File: config.mk
export PLATFORM = sky130hd
export DESIGN_NAME = adpll_loop_filter
export DESIGN_NICKNAME = d
export VERILOG_FILES = /design/src/rtl/adpll_pkg.sv /design/src/rtl/adpll_lock_detect.sv /design/src/rtl/adpll_loop_filter.sv
export SDC_FILE = /design/constraint.sdc
export NUM_CORES = 1
export LEC_CHECK = 0
export BUFFER_PORTS_ARGS = -buffer_cell sky130_fd_sc_hd__buf_2
export CORE_AREA = 3 3 91 93
export CTS_CLUSTER_SIZE = 28
export DETAILED_ROUTE_END_ITERATION = 7
export DIE_AREA = 0 0 94 96
export GPL_TIMING_DRIVEN = 0
export PLACE_DENSITY_LB_ADDON = 0.12
export SETUP_SLACK_MARGIN = 0.15
export SYNTH_ARGS = -nofsm -noshare
export SYNTH_HDL_FRONTEND = slang
export SYNTH_SLANG_ARGS = --single-unit
File: constraint.sdc
create_clock -name clk5_o -period 6.89 [get_ports clk5_o]
set_input_delay 1.7225 -clock clk5_o [delete_from_list [all_inputs] [get_ports clk5_o]]
set_output_delay 1.7225 -clock clk5_o [all_outputs]
set_load 0.05 [all_outputs]
File: src/rtl/adpll_pkg.sv
// Shared types and helpers for the ADPLL loop filter.
// Latency: none (package only).
// Backpressure: not applicable.
package adpll_pkg;

  typedef enum logic [1:0] {
    IDLE = 2'd0,
    CALC = 2'd1,
    OUT  = 2'd2
  } lf_state_t;

  localparam int FRAC_W  = 8;
  localparam int CLAMP_W = 32;

  function automatic logic signed [CLAMP_W-1:0] clamp(
    input logic signed [CLAMP_W-1:0] v,
    input logic signed [CLAMP_W-1:0] lo,
    input logic signed [CLAMP_W-1:0] hi
  );
    logic signed [CLAMP_W-1:0] r;
    r = v;
    if (v < lo) r = lo;
    else if (v > hi) r = hi;
    return r;
  endfunction

endpackage

File: src/rtl/adpll_lock_detect.sv
// Lock detector: |err| threshold compare feeding a saturating in-lock counter.
// Latency: locked updates on the edge that ends a sample_en cycle.
// Backpressure: none; samples only when sample_en is high.
module adpll_lock_detect #(
  parameter int ERR_W       = 12,
  parameter int LOCK_THRESH = 8,
  parameter int LOCK_COUNT  = 64
) (
  input  logic             clk,
  input  logic             reset,
  input  logic             sample_en,
  input  logic [ERR_W-1:0] err,
  output logic             locked
);

  localparam int CNT_W = $clog2(LOCK_COUNT + 1);

  logic [ERR_W:0] mag;
  logic           in_lock;
  logic [CNT_W-1:0] cnt_q, cnt_d;
  logic             locked_q, locked_d;

  // One extra bit so the magnitude of the most negative error is exact.
  assign mag     = err[ERR_W-1] ? (~{err[ERR_W-1], err} + 1'b1) : {1'b0, err};
  assign in_lock = (mag <= (ERR_W+1)'(LOCK_THRESH));

  always_comb begin
    cnt_d    = cnt_q;
    locked_d = locked_q;
    if (sample_en) begin
      if (!in_lock) cnt_d = '0;
      else if (cnt_q != CNT_W'(LOCK_COUNT)) cnt_d = cnt_q + 1'b1;
      locked_d = (cnt_d == CNT_W'(LOCK_COUNT));
    end
  end

  always_ff @(posedge clk or posedge reset) begin
    if (reset) begin
      cnt_q    <= '0;
      locked_q <= 1'b0;
    end else begin
      cnt_q    <= cnt_d;
      locked_q <= locked_d;
    end
  end

  assign locked = locked_q;

endmodule

File: src/rtl/adpll_loop_filter.sv
// ADPLL PI loop filter: signed phase error in, saturated DCO word out; lock detect under ADPLL_LF_LOCK_DETECT_EN.
// Latency: IDLE->CALC->OUT, ctrl_valid_o one cycle after the CALC cycle; at most one sample per 3 cycles.
// Backpressure: err_ready_o low outside IDLE; OUT holds ctrl_o/sat_o until ctrl_ready_i.
module adpll_loop_filter
  import adpll_pkg::*;
#(
  parameter int              ERR_W       = 12,
  parameter int              CTRL_W      = 16,
  parameter int              KP_SHIFT    = 3,
  parameter int              KI_SHIFT    = 4,
  parameter logic [CTRL_W-1:0] CTRL_INIT = 16'h8000,
  parameter int              LOCK_THRESH = 8,
  parameter int              LOCK_COUNT  = 64
) (
  input  logic              clk5_o,
  input  logic              reset_in,
  input  logic              err_valid_i,
  input  logic [ERR_W-1:0]  err_i,
  output logic              err_ready_o,
  input  logic              freeze_i,
  output logic              ctrl_valid_o,
  output logic [CTRL_W-1:0] ctrl_o,
  input  logic              ctrl_ready_i,
  output logic              sat_o,
  output logic              locked_o
);

  localparam int INT_W = CTRL_W + FRAC_W + 1;
  localparam logic signed [CLAMP_W-1:0] INT_MAX  = (32'sd1 <<< (CTRL_W + FRAC_W)) - 32'sd1;
  localparam logic signed [CLAMP_W-1:0] CTRL_MAX = (32'sd1 <<< CTRL_W) - 32'sd1;
  localparam logic signed [CLAMP_W-1:0] INIT_X   = $signed({{(CLAMP_W-CTRL_W){1'b0}}, CTRL_INIT});

  lf_state_t state_q, state_d;

  logic [ERR_W-1:0]  err_q;
  logic              fr_q;
  logic [INT_W-1:0]  int_q, int_d;
  logic [CTRL_W-1:0] ctrl_q, ctrl_d;
  logic              sat_q, sat_d;

  logic signed [CLAMP_W-1:0] err_x, int_x, cand, sum, ctrl_w;
  logic                      hold_int;

  always_ff @(posedge clk5_o or posedge reset_in) begin
    if (reset_in) state_q <= IDLE;
    else          state_q <= state_d;
  end

  always_comb begin
    state_d = state_q;
    case (state_q)
      IDLE:    if (err_valid_i) state_d = CALC;
      CALC:    state_d = OUT;
      OUT:     if (ctrl_ready_i) state_d = IDLE;
      default: state_d = IDLE;
    endcase
  end

  always_comb begin
    err_ready_o  = (state_q == IDLE);
    ctrl_valid_o = (state_q == OUT);
  end

  assign err_x = $signed({{(CLAMP_W-ERR_W){err_q[ERR_W-1]}}, err_q});
  assign int_x = $signed({{(CLAMP_W-INT_W){int_q[INT_W-1]}}, int_q});

  // The clamped integrator candidate feeds the output even when the update is withheld.
  always_comb begin
    cand     = clamp(int_x + (err_x <<< (FRAC_W - KI_SHIFT)), -INT_MAX, INT_MAX);
    sum      = INIT_X + (cand >>> FRAC_W) + (err_x <<< KP_SHIFT);
    ctrl_w   = clamp(sum, 32'sd0, CTRL_MAX);
    ctrl_d   = ctrl_w[CTRL_W-1:0];
    sat_d    = (ctrl_w != sum);
    hold_int = fr_q || ((sum > CTRL_MAX) && (err_x > 0)) || ((sum < 0) && (err_x < 0));
    int_d    = hold_int ? int_q : cand[INT_W-1:0];
  end

  always_ff @(posedge clk5_o or posedge reset_in) begin
    if (reset_in) begin
      err_q  <= '0;
      fr_q   <= 1'b0;
      int_q  <= '0;
      ctrl_q <= CTRL_INIT;
      sat_q  <= 1'b0;
    end else begin
      if (state_q == IDLE && err_valid_i) begin
        err_q <= err_i;
        fr_q  <= freeze_i;
      end
      if (state_q == CALC) begin
        int_q  <= int_d;
        ctrl_q <= ctrl_d;
        sat_q  <= sat_d;
      end
    end
  end

  assign ctrl_o = ctrl_q;
  assign sat_o  = sat_q;

`ifdef ADPLL_LF_LOCK_DETECT_EN
  adpll_lock_detect #(
    .ERR_W      (ERR_W),
    .LOCK_THRESH(LOCK_THRESH),
    .LOCK_COUNT (LOCK_COUNT)
  ) u_lock (
    .clk      (clk5_o),
    .reset    (reset_in),
    .sample_en(state_q == CALC),
    .err      (err_q),
    .locked   (locked_o)
  );
`else
  assign locked_o = 1'b0;
`endif

endmodule

==> impl_metrics.py <==
metrics = {
    "status": {
        "status": "completed",
    },
    "sta": {
        "fmax_mhz": 154,
        "relSlewSlack_pct": 48.2,
        "finalMaxSlewViolations": 0,
        "fin_hold_ws_ns": 0.473,
        "period_needed_ns": 6.48,
        "setup-tns-final_ns": 0,
        "rsz0062_at_grt": "false",
        "fin_ws_ns": 0.409,
        "clock_skew_ns": 0.0105,
        "hold_viol_final": 0,
        "finalSetupViolCount": 0,
        "worstMarginPinSlew_ns": 0.768,
        "timing.final.crit_share_pct": 94.1,
    },
    "synth": {
        "synth_edf_count": 0,
        "ys_seq_area_share_pct": 29.9,
        "synth_nets": 587,
        "ys_top_cells_by_area": "dfrtp_1 29%, ha_1 14%, mux2_2 5.1%, o21ai_0 4.8%, a21oi_1 4.6%",
        "synth_cell_types": 68,
        "yosysWarnings": 0,
        "synth_top_area_share_pct": 29.4,
        "netlist_instances": 517,
        "synth_area_um2": 4600,
        "synth_ff_type": "dfrtp_1",
        "synth_seq_cells": 55,
        "async_reset_ff_share_pct": 100,
        "avgSynthCellArea_um2": 8.90,
        "synth_top_area_cell": "dfrtp_1",
    },
    "routing": {
        "dr.first_iter.drc_count": 283,
        "drc": 0,
        "drt.antenna.violating_nets": 0,
        "post_drt_wl_per_cell_um": 17.0,
        "vias": 4159,
        "wl_um": 11500,
        "first_pass_iters": 5,
        "viasPerCell": 6.15,
    },
    "place": {
        "gp_congestion": 0.927,
        "port_buffers": 35,
        "place_ws_ns": -0.0184,
        "hpwlAfterDp_um": 8990,
    },
    "floorplanning": {
        "die_h_um": 96,
        "coreArea_um2": 7610,
        "die_x_um": 94,
        "start_util_pct": 60.5,
        "rows": 32,
        "dieArea_um2": 9020,
        "io_pins": 37,
    },
    "global_route": {
        "grt_max_degree": 34,
        "gr-max-usage-layer": "met2",
        "grt_pass1_wl_um": 18900,
        "grtUsageMet3_pct": 2.89,
        "antenna_found_initial": 0,
        "grt_overflow": 0,
        "grt_use_met2_pct": 45.7,
        "grt_pass1_vias": 3887,
        "grt_use_met1_pct": 35.7,
        "grt.total_usage_pct": 26.4,
    },
    "clocking": {
        "cts_sinks": 55,
        "ctsRootBufferMaster": "clkbuf_8",
        "h-tree-depth": 2,
        "numCtsBuffers": 5,
        "clkTransAtPathRegs_ns": 0.11,
        "clkLatencyLatePin_ns": 0.32,
        "clockBufferDepth": 2,
        "cts_hold_buffers": 0,
        "cts_tree": "built",
    },
    "min_path": {
        "hold_class": "reg2reg",
        "hp-start": "ctrl_o[0]",
    },
    "critical_path": {
        "r2r_start": "err_q[5]",
        "cp-start-kind": "register",
        "cp-end-kind": "register",
        "crit_fanout": 10,
        "critPathRequiredTime_ns": 7.10,
        "crit_start": "err_q[5]",
        "worstSetupPathType": "reg2reg",
        "critPathArrivalTime_ns": 6.69,
    },
    "layout": {
        "areaGrowthSynthToFinish_pct": 13.3,
        "final_util_pct": 68.5,
        "nNetsFinal": 643,
        "antenna_cells": 0,
        "drive_above_1_share_pct": 22.0,
        "fillers": 631,
        "mostFrequentLayoutCells": "51 x dfrtp_1, 50 x ha_1, 49 x nand2_1",
        "final_common_cell": "dfrtp_1",
    },
    "run": {
        "max_cap_violations": 0,
    },
}
-- critical path, cell delays in order (launching register included) --
cell and delay (ns):
dfrtp_1 0.46, ha_1 0.33, buf_6 0.15, and2_4 0.15
a311o_1 0.36, o21ai_1 0.20, a21oi_1 0.13, or3_1 0.35
a2111oi_2 0.40, nand4_1 0.24, o22ai_4 0.25, buf_6 0.15
nor2_1 0.06, ha_1 0.29, ha_1 0.23, fa_2 0.36
a21o_1 0.20, a221o_1 0.37, o211ai_2 0.26, a21oi_1 0.12
or4_4 0.55, o211ai_2 0.13, o211ai_4 0.16, buf_6 0.19
mux2_2 0.27
-- flip-flops by register name (all words and copies together) (netlist names) --
register  count
int_q        23
state_q       2
sat_o         1
err_q        12
fr_q          1
ctrl_o       16
-- cells by family after synthesis --
logic type,count (synthesis),synth area share [%]
AOI/OAI and AO/OA,169,24.2
xor gates and xnor gates,24,4.73
adders and majority gates,60,16.4
other,1,0.0815
DFF,55,29.9
muxes,24,5.79
and+or+nand+nor,145,15.1
buffers and inverters,39,3.73
-- layout make-up --
type | instances | area (um2) | area share (%)
multi-input combinational | 423 | 3130 | 60.1
buffer | 20 | 115 | 2.21
inverter | 19 | 71.3 | 1.37
timing repair buffer | 49 | 293 | 5.62
sequential | 55 | 1380 | 26.5
clock inverter | 3 | 22.5 | 0.432
tap | 102 | 128 | 2.45
clock buffer | 5 | 68.8 | 1.32
-- metrics by stage --
step / std cells / area [um2]
after floorplan: 517 / 4600
after global placement: 654 / 4900
after detailed placement: 655 / 4920
after CTS: 664 / 5030
after global routing: 676 / 5210
final: 676 / 5210
-- repair_timing --
action                                 4_1_cts  5_1_grt
setup endpoints to repair                   33       39
setup buffers                                1       12
pin swaps                                    1        7
resized for setup                            3       29
endpoints found under the hold margin        0        0
-- final timing paths --
check                      depth (start not counted)  slack [ns]         to
hold / removal                                     2        0.47  ctrl_o[0]
setup reg to reg                                  24        0.41  int_q[16]
max in group asynchronous                          3        4.91  err_q[11]
setup / recovery                                  24        0.41  int_q[16]
hold reg to reg                                    2        0.47  ctrl_o[0]
min in group asynchronous                          2        1.42  ctrl_o[1]
-- synth_stat cells, drive strengths merged (11+ instances only) --
| master | count |
|---|---|
| dfrtp | 54 |
| o21ai | 53 |
| ha | 51 |
| nand2 | 49 |
| a21oi | 42 |
| nor2 | 36 |
| mux2 | 21 |
| inv | 19 |
| clkbuf | 14 |
| o31ai | 13 |
| xnor2 | 12 |
| xor2 | 12 |
| o211ai | 11 |
-- routing by layer --
metal  vias to the layer above  wire, um
met2                       106      5710
met1                      2017      5160
met4                         0       126
met3                        15       492
li1                       2021         -
met5                         -         0
Power is left out: the tool's default activity adds up to more than one toggle a clock period on the data nets, which glitch-free logic cannot reach.
